--- src/rtl/alu_pkg.sv ---
// alu_pkg: shared opcode encodings and FSM state encoding for seq_alu.
//   ST_*  : controller states (IDLE/BUSY/DONE)
//   OP_*  : 5-bit alu_code values
//   is_signed_op() : codes that report signed overflow from the adder
package alu_pkg;

  localparam logic [1:0] ST_IDLE = 2'd0;
  localparam logic [1:0] ST_BUSY = 2'd1;
  localparam logic [1:0] ST_DONE = 2'd2;

  localparam logic [4:0] OP_ADD  = 5'b00000;
  localparam logic [4:0] OP_ADDU = 5'b00001;
  localparam logic [4:0] OP_SUB  = 5'b00010;
  localparam logic [4:0] OP_SUBU = 5'b00011;
  localparam logic [4:0] OP_INC  = 5'b00100;
  localparam logic [4:0] OP_DEC  = 5'b00101;
  localparam logic [4:0] OP_MUL  = 5'b00110;
  localparam logic [4:0] OP_AND  = 5'b01000;
  localparam logic [4:0] OP_OR   = 5'b01001;
  localparam logic [4:0] OP_XOR  = 5'b01010;
  localparam logic [4:0] OP_NOT  = 5'b01100;
  localparam logic [4:0] OP_SLL  = 5'b10000;
  localparam logic [4:0] OP_SRL  = 5'b10001;
  localparam logic [4:0] OP_SLA  = 5'b10010;
  localparam logic [4:0] OP_SRA  = 5'b10011;
  localparam logic [4:0] OP_SLE  = 5'b11000;
  localparam logic [4:0] OP_SLT  = 5'b11001;
  localparam logic [4:0] OP_SGE  = 5'b11010;
  localparam logic [4:0] OP_SGT  = 5'b11011;
  localparam logic [4:0] OP_SEQ  = 5'b11100;
  localparam logic [4:0] OP_SNE  = 5'b11101;

  function automatic logic is_signed_op(input logic [4:0] code);
    return code inside {OP_ADD, OP_SUB, OP_INC, OP_DEC};
  endfunction

endpackage

--- src/rtl/seq_mul.sv ---
// seq_mul: unsigned shift-add multiplier, one multiplier bit per clock.
//   clk, rst     : clock, asynchronous active-high reset
//   i_start      : load i_a (multiplicand) and i_b (multiplier), begin
//   o_done       : high once WIDTH iterations are complete (until next cycle)
//   o_product    : full 2*WIDTH-bit product, valid while o_done is high
module seq_mul #(
  parameter int WIDTH = 16
) (
  input  logic               clk,
  input  logic               rst,
  input  logic               i_start,
  input  logic [WIDTH-1:0]   i_a,
  input  logic [WIDTH-1:0]   i_b,
  output logic               o_done,
  output logic [2*WIDTH-1:0] o_product
);

  localparam int CW = $clog2(WIDTH + 1);

  // Low half starts as the multiplier and is shifted out as the product fills in.
  logic [2*WIDTH-1:0] r_prod;
  logic [WIDTH-1:0]   r_mcand;
  logic [CW-1:0]      r_cnt;
  logic               r_busy;

  logic [WIDTH-1:0]   w_addend;
  logic [WIDTH:0]     w_sum;
  logic               w_done;

  assign w_addend = r_prod[0] ? r_mcand : {WIDTH{1'b0}};
  assign w_sum    = {1'b0, r_prod[2*WIDTH-1:WIDTH]} + {1'b0, w_addend};
  assign w_done   = r_busy && (r_cnt == CW'(WIDTH));

  always_ff @(posedge clk or posedge rst) begin
    if (rst) begin
      r_prod  <= '0;
      r_mcand <= '0;
      r_cnt   <= '0;
      r_busy  <= 1'b0;
    end else if (i_start) begin
      r_prod  <= {{WIDTH{1'b0}}, i_b};
      r_mcand <= i_a;
      r_cnt   <= '0;
      r_busy  <= 1'b1;
    end else if (w_done) begin
      r_busy  <= 1'b0;
    end else if (r_busy) begin
      r_prod  <= {w_sum, r_prod[WIDTH-1:1]};
      r_cnt   <= r_cnt + 1'b1;
    end
  end

  assign o_done    = w_done;
  assign o_product = r_prod;

endmodule

--- src/rtl/seq_alu.sv ---
// seq_alu: valid/ready ALU with single-cycle arithmetic/logic/shift/set ops and
// an iterative multiply.
//   clk, rst            : clock, asynchronous active-high reset
//   in_valid, in_ready  : request handshake (ready only in IDLE)
//   A, B, alu_code      : operands and operation, captured at accept
//   out_valid, out_ready: result handshake (valid only in DONE)
//   C                   : result
//   overflow, carry     : status flags; zero = (C == 0)
module seq_alu
  import alu_pkg::*;
#(
  parameter int WIDTH = 16,
  parameter int SHW   = $clog2(WIDTH)
) (
  input  logic             clk,
  input  logic             rst,
  input  logic             in_valid,
  output logic             in_ready,
  input  logic [WIDTH-1:0] A,
  input  logic [WIDTH-1:0] B,
  input  logic [4:0]       alu_code,
  output logic             out_valid,
  input  logic             out_ready,
  output logic [WIDTH-1:0] C,
  output logic             overflow,
  output logic             carry,
  output logic             zero
);

  logic [1:0]         r_state;
  logic [WIDTH-1:0]   r_c;
  logic               r_ovf;
  logic               r_carry;
  logic               r_zero;

  logic               w_accept;
  logic               w_start_mul;
  logic               w_mul_done;
  logic [2*WIDTH-1:0] w_product;

  logic [WIDTH-1:0]   w_b_sel;
  logic               w_inv;
  logic               w_cin;
  logic [WIDTH-1:0]   w_b;
  logic [WIDTH:0]     w_sum;
  logic               w_add_ovf;
  logic               w_lt;
  logic               w_eq;
  logic [SHW-1:0]     w_shamt;
  logic               w_set;
  logic [WIDTH-1:0]   w_c;
  logic               w_ovf;
  logic               w_carry;

  assign w_accept    = in_valid && in_ready;
  assign w_start_mul = w_accept && (alu_code == OP_MUL);

  // Single shared adder: subtract/compare invert B with carry-in 1, inc adds
  // 0 with carry-in 1, dec adds all-ones with carry-in 0.
  always_comb begin
    w_b_sel = B;
    w_inv   = 1'b0;
    w_cin   = 1'b0;
    case (alu_code)
      OP_SUB, OP_SUBU, OP_SLE, OP_SLT, OP_SGE, OP_SGT, OP_SEQ, OP_SNE: begin
        w_inv = 1'b1;
        w_cin = 1'b1;
      end
      OP_INC: begin
        w_b_sel = '0;
        w_cin   = 1'b1;
      end
      OP_DEC: begin
        w_b_sel = '0;
        w_inv   = 1'b1;
      end
      default: ;
    endcase
  end

  assign w_b       = w_inv ? ~w_b_sel : w_b_sel;
  assign w_sum     = {1'b0, A} + {1'b0, w_b} + {{WIDTH{1'b0}}, w_cin};
  assign w_add_ovf = (A[WIDTH-1] == w_b[WIDTH-1]) && (w_sum[WIDTH-1] != A[WIDTH-1]);
  // Sign of A-B corrected by its overflow gives a true signed less-than.
  assign w_lt      = w_sum[WIDTH-1] ^ w_add_ovf;
  assign w_eq      = (w_sum[WIDTH-1:0] == '0);
  assign w_shamt   = B[SHW-1:0];

  // Unlisted codes (and MUL, resolved later) fall through to C = 0, flags 0.
  always_comb begin
    w_c     = '0;
    w_ovf   = 1'b0;
    w_carry = 1'b0;
    w_set   = 1'b0;
    case (alu_code)
      OP_ADD, OP_ADDU, OP_SUB, OP_SUBU, OP_INC, OP_DEC: begin
        w_c     = w_sum[WIDTH-1:0];
        w_carry = w_sum[WIDTH];
        w_ovf   = is_signed_op(alu_code) && w_add_ovf;
      end
      OP_AND:         w_c = A & B;
      OP_OR:          w_c = A | B;
      OP_XOR:         w_c = A ^ B;
      OP_NOT:         w_c = ~A;
      OP_SLL, OP_SLA: w_c = A << w_shamt;
      OP_SRL:         w_c = A >> w_shamt;
      OP_SRA:         w_c = $signed(A) >>> w_shamt;
      OP_SLE, OP_SLT, OP_SGE, OP_SGT, OP_SEQ, OP_SNE: begin
        case (alu_code)
          OP_SLE:  w_set = w_lt | w_eq;
          OP_SLT:  w_set = w_lt;
          OP_SGE:  w_set = ~w_lt;
          OP_SGT:  w_set = ~w_lt & ~w_eq;
          OP_SEQ:  w_set = w_eq;
          default: w_set = ~w_eq;
        endcase
        w_c = {{(WIDTH-1){1'b0}}, w_set};
      end
      default: ;
    endcase
  end

  seq_mul #(
    .WIDTH(WIDTH)
  ) u_mul (
    .clk      (clk),
    .rst      (rst),
    .i_start  (w_start_mul),
    .i_a      (A),
    .i_b      (B),
    .o_done   (w_mul_done),
    .o_product(w_product)
  );

  // Result registers only load on IDLE accept or multiplier completion, so they
  // hold through DONE back-pressure and ignore requests made outside IDLE.
  always_ff @(posedge clk or posedge rst) begin
    if (rst) begin
      r_state <= ST_IDLE;
      r_c     <= '0;
      r_ovf   <= 1'b0;
      r_carry <= 1'b0;
      r_zero  <= 1'b0;
    end else begin
      case (r_state)
        ST_IDLE: begin
          if (w_accept) begin
            if (alu_code == OP_MUL) begin
              r_state <= ST_BUSY;
            end else begin
              r_state <= ST_DONE;
              r_c     <= w_c;
              r_ovf   <= w_ovf;
              r_carry <= w_carry;
              r_zero  <= (w_c == '0);
            end
          end
        end
        ST_BUSY: begin
          if (w_mul_done) begin
            r_state <= ST_DONE;
            r_c     <= w_product[WIDTH-1:0];
            r_ovf   <= |w_product[2*WIDTH-1:WIDTH];
            r_carry <= 1'b0;
            r_zero  <= (w_product[WIDTH-1:0] == '0);
          end
        end
        ST_DONE: begin
          if (out_ready) r_state <= ST_IDLE;
        end
        default: r_state <= ST_IDLE;
      endcase
    end
  end

  assign in_ready  = (r_state == ST_IDLE);
  assign out_valid = (r_state == ST_DONE);
  assign C         = r_c;
  assign overflow  = r_ovf;
  assign carry     = r_carry;
  assign zero      = r_zero;

endmodule

--- config.mk ---
export PLATFORM = sky130hd
export DESIGN_NAME = seq_alu
export DESIGN_NICKNAME = d
export VERILOG_FILES = /design/src/rtl/alu_pkg.sv /design/src/rtl/seq_mul.sv /design/src/rtl/seq_alu.sv
export SDC_FILE = /design/constraint.sdc
export NUM_CORES = 1
export LEC_CHECK = 0
export ABC_CLOCK_PERIOD_IN_PS = 3800
export BUFFER_PORTS_ARGS = -buffer_cell sky130_fd_sc_hd__buf_2
export CAP_MARGIN = 20
export CORE_AREA = 8 8 128 130
export CTS_CLUSTER_SIZE = 25
export DETAILED_ROUTE_END_ITERATION = 12
export DIE_AREA = 0 0 136 138
export GPL_ROUTABILITY_DRIVEN = 0
export PLACE_DENSITY = 0.77
export RECOVER_POWER = 100
export SYNTH_ARGS = -nofsm -noshare
export SYNTH_HDL_FRONTEND = slang
export SYNTH_SLANG_ARGS = --single-unit
--- constraint.sdc ---
create_clock -name clk -period 3.8 [get_ports clk]
set_clock_uncertainty 0.15 [all_clocks]
set_input_delay 0.38 -clock clk [delete_from_list [all_inputs] [get_ports clk]]
set_output_delay 0.38 -clock clk [all_outputs]
set_load 0.01 [all_outputs]
After elaboration in Yosys (flattened, before gate mapping)
Index checks and enable logic that the tools add are counted.

word-level totals
  bits in registers = 75
  input port bits = 41
  output and inout port bits = 21
  logic and storage cells = 117

operators by class
  $add $sub $neg = 4
  eq/ne operators = 30
  shift-type cells = 3
  mux-type cells = 37
  bitwise gates (word level) = 10
  reduce and logical (&&, ||, !) cells = 24

operators by type and width
  cell                  count
  $pmux W16 S9          1
  $mux W16              6
  $mux W32              3
  $eq A5 B5 Y1 const B  11
  $logic_not A16 Y1     3
  $add A16 B16 Y17      2
  $not A16 Y16          2
  $pmux W16 S2          1
  $eq A5 B4 Y1 const B  4
  $reduce_or A9 Y1      2
  $add A17 B1 Y17       1
  $and A16 B16 Y16      1
  $or A16 B16 Y16       1
  $reduce_or A16 Y1     1
  $shl A16 B4 Y16       1
  $shr A16 B4 Y16       1
  $sshr A16 B4 Y16      1
  $xor A16 B16 Y16      1
  $eq A5 B3 Y1 const B  3
  $mux W5               3
  $mux W1               14
  $reduce_or A6 Y1      2
  $eq A5 B2 Y1 const B  2
  $mux W2               4
  24 further kinds      37

Logic depth before layout (Yosys ltp)
  depth in word-level cells = 18
  depth in mapped cells = 20
  depth with buffers taken out = 17

By module
Synthesis repeated with hierarchy kept, for this count alone.

second synthesis, totals
  cells, all modules = 1,035
  area, all modules = 8,245.4 sq um

by module, submodules not included
  module   times used  cells an instance  area an instance (sq um)  sequential area each (sq um)
  seq_alu  1           709                5,003.5                   525.5
  seq_mul  1           326                3,241.9                   1,351.3

Worst setup path before layout
No wires, ideal clock.

  kind = input port to flip-flop
  from = in alu_code[2]
  to = reg r_c[0], in the netlist C[0]
  setup time = 124 ps
  arrival time = 5,546 ps
  slack = -2,019 ps
  stages = 19
  path through = clkbuf_1 -> clkbuf_1 -> a21oi_1 -> a21oi_1 -> clkbuf_1 -> xnor2_1 -> fa_1 -> inv_1 -> fa_1 -> a211o_2 -> o21ai_2 -> xnor2_1 -> or4_1 -> or4_1 -> nor4b_1 -> or3b_1 -> nor4_2 -> mux2_2 -> o31a_1

on the way
  word-level cells in the longest chain between the ends = 17
  elaborated cells between the ends (all ways) = 50

RTL lines
  what                                                       line            source
  start, declared                                            seq_alu.sv:21   input logic [4:0] alu_code,
  branches (longest 17 deep; another with $add A16 B16 Y17)  n/a
  end signal, assigned                                       seq_alu.sv:152  r_c <= w_c;
  end signal, assigned                                       seq_alu.sv:162  r_c <= w_product[WIDTH-1:0];
  end, declared                                              seq_alu.sv:31   logic [WIDTH-1:0] r_c;

Several ways; the timed one is not identified. The select of a mux whose other input is x is not followed.
A chain may end at the register's enable or synchronous reset.

Worst setup path in the final report
  from = in alu_code[1]
  to = reg r_c[0], in the netlist C[0]

The elaborated chain is that of the path after synthesis.

==> reports/metrics.yaml <==
num_rows: 44
dieArea_um2: 18800
total_power_mw: 4.32
cp.required_ns: 3.87
ys_warn_count: 0
synth-compound-area-share_pct: 21.8
synth_fa_ha_area_share_pct: 11.5
die_h_um: 138
drt_wl_total_mm: 26.3
ys_seq_area_share_pct: 24.3
clk_latency_ns: 0.34
die_x_um: 136
dr.max_layer_used: "met4"
start_util_pct: 54.0
cp.arrival_ns: 4.72
synth_area_leader_cell: "dfrtp_1"
synth_top_family_by_area: "compound AO/OA/AOI/OAI gates"
fmax_mhz: 215
synth_area_um2: 7730
synthFlopType: "dfrtp_1"
synth_edf_count: 0
core-area_um2: 14300
drive_gt1_share_pct: 23.8
route.met3.wl_mm: 2.06
worst_slew_pin_slew_ns: 1.80
synth.area.top_cells: "dfrtp_1 (24%), ha_1 (11%), nand2_1 (6.0%), mux2i_1 (5.1%), mux2_2 (4.5%)"
diodes: 0
vias: 8218
post-route-drc-count: 0
synth_mux_area_share_pct: 11.9
worst_slack_ns: -0.845
grt_pass1_wl_mm: 41.8
grt_overflow: 0
clkPwrFrac_pct: 19.6
crit_type: "in2reg"
dp.final_hpwl_mm: 19.6
drv_slew: 51
syn_inst: 963
ioPinCount: 62
nets: 1223
synth_top_area_share_pct: 24.3
status: "finished with violations"
path_clk_slew_ns: 0.06
cp-start-kind: "primary input"
io_buffers: 61
areaGrowthSynthToFinish_pct: 23.5
grt_antenna_before_repair: 0
p_comb_share_pct: 49.4
met1Wirelength_mm: 10.2
synth_xor_xnor_area_share_pct: 4.76
synthArstFlopShare_pct: 100
p_switching_mw: 1.77
pwr-share-seq_pct: 31.0
routedWlPerCell_um: 20.2
setup_viol: 5
finalCriticalPeriod_ns: 4.65
cp_max_fo: 5
clk_path_buf_depth: 2
vdd_drop_max_uv: 356
syn_nets: 1073
viasPerCell: 6.31
final_cell_area_um2: 9550
grt_pass1_vias: 8038
setup.worst_path.end_class: "register"
slew_headroom_pct: -20.4
p_int_mw: 2.55
violations: "max-capacitance violations, max-slew violations, negative setup slack"
clock_sinks: 75
grt.total_usage_pct: 27.6
yosysUniqueCellTypes: 71
root_buffer: "clkbuf_16"
drtIter0Drc: 765
p_leak_nw: 4.53
cap_viol_max_count: 2
place_area_um2: 9090
hp-class: "in2reg"
rsz0062_at_grt: "true"
synth_seq_cells: 75
fin_crit_sh_pct: 122
htree_num_levels: 3
swShare_pct: 41.0
syn_area_per_cell_um2: 8.03
hold_viol_final: 0
wl_met2_mm: 12.4
synth-simple-area-share_pct: 20.3
grt_max_degree: 43
power_density_nw_per_um2: 453
ant_nets: 0
cts_made_buffers: 9
fillers: 1195
cts_tree: "yes"
first_pass_iters: 5
-- worst paths after layout --
check	startpoint	cells past startpoint	slack, ns	endpoint
worst min-delay path	out_ready	2	0.08	r_state[1]$_DFFE_PP0P_
min in group asynchronous	rst	3	0.65	u_mul.r_cnt[3]$_DFFE_PP0P_
worst max register to register	u_mul.o_product[0]$_DFFE_PP0P_	13	0.25	u_mul.o_product[30]$_DFFE_PP0P_
worst max-delay path	alu_code[1]	18	-0.85	C[0]$_DFFE_PP0P_
max in group asynchronous	rst	4	0.77	C[15]$_DFFE_PP0P_
worst min register to register	carry$_DFFE_PP0P_	2	0.31	carry$_DFFE_PP0P_
-- placed cells by master (no fill, tap or decap), types with 27 or more instances in the layout --
master / instances
buf_4: 127
nand2_1: 124
dfrtp_1: 75
nor2_1: 70
ha_1: 66
o21ai_0: 59
a21oi_1: 57
inv_1: 47
mux2i_1: 39
buf_2: 37
clkbuf_1: 31
mux2_2: 28
xor2_1: 27
-- metrics by stage --
step	setup TNS [ns]	cells	worst slack (ns)	util (%)	hold WS (ns)
global placement	-5.54	1278	-1.15	63.5	0.297
CTS	-2.22	1301	-0.777	66.4	0.0714
global route	-4.30	1302	-0.988	66.7	0.0902
finish	-2.78	1302	-0.845	66.7	0.0767
detailed placement	-6.09	1278	-1.28	63.5	0.305
floorplan	-4.40	963	-1.26	-	0.322
-- critical path: stages --
cell      delay (ns)
buf_8           0.10
nor2b_4         0.12
o21bai_4        0.17
a21oi_4         0.24
xnor2_4         0.15
fa_2            0.23
inv_2           0.04
fa_2            0.37
a211o_4         0.38
o21ai_4         0.08
xnor2_2         0.08
or4_4           0.42
or4_4           0.50
nor4b_4         0.26
or3b_4          0.42
nor4_4          0.15
mux2_4          0.35
o31a_1          0.28
-- final cells by class --
class	count	area (µm²)	area share, %
well taps	184	230	2.41
repair buffers	199	1300	13.6
clock buffers	10	229	2.40
inverters	50	188	1.97
clock inverters	6	65.1	0.682
flip-flops and latches	75	1880	19.7
multi-input cells	778	5660	59.2
-- state kept, by name, indices dropped and copies added, names as in the netlist --
signal,cells
u_mul.r_cnt,5
u_mul.r_busy,1
overflow,1
zero,1
u_mul.r_mcand,16
r_state,2
C,16
carry,1
u_mul.o_product,32
-- per-layer routing --
layer,GRT usage (%),vias to the layer above
met4,15.2,0
li1,-,3783
met1,33.2,3898
met5,0,-
met2,44.8,421
met3,5.94,116
-- timing repair --
action	4_1_cts	5_1_grt
pin swaps	7	11
hold buffers	1	0
setup buffers	6	1
hold endpoints to repair	23	0
gates resized for setup	19	26
setup endpoints to repair	6	13
-- power groups by stage --
stage | Sequential (mW) | Clock [mW] | Combinational, mW
after floorplan | 1.26 | 0 | 1.35
after global placement | 1.32 | 0 | 1.94
after detailed placement | 1.33 | 0 | 2.00
after CTS | 1.33 | 0.851 | 2.07
after global routing | 1.37 | 0.887 | 2.34
final | 1.34 | 0.845 | 2.14
-- cells in the mapped netlist (all sizes together) (5+ instances only) --
library cell	count
nand3	13
a211oi	14
a22o	5
a31oi	7
and2	21
a21oi	63
nand2	124
nand4	6
inv	49
nor2	72
nor4	15
a221oi	5
a21o	8
ha	66
o22ai	15
a211o	7
o211ai	11
mux2	31
a22oi	7
o21a	8
mux4	8
clkbuf	47
nor3	23
nand2b	12
o21ai	67
xor2	27
a2111oi	8
xnor2	15
mux2i	39
and3	5
o31ai	8
nor2b	10
dfrtp	75
buf	13
-- kinds of logic after synthesis --
family / count (synthesis)
buffers and inverters: 110
adders and majority gates: 69
AOI/OAI and AO/OA: 261
muxes: 78
DFF: 75
xor gates and xnor gates: 42
and+or+nand+nor: 328
Power figures use the tool's default switching activity.
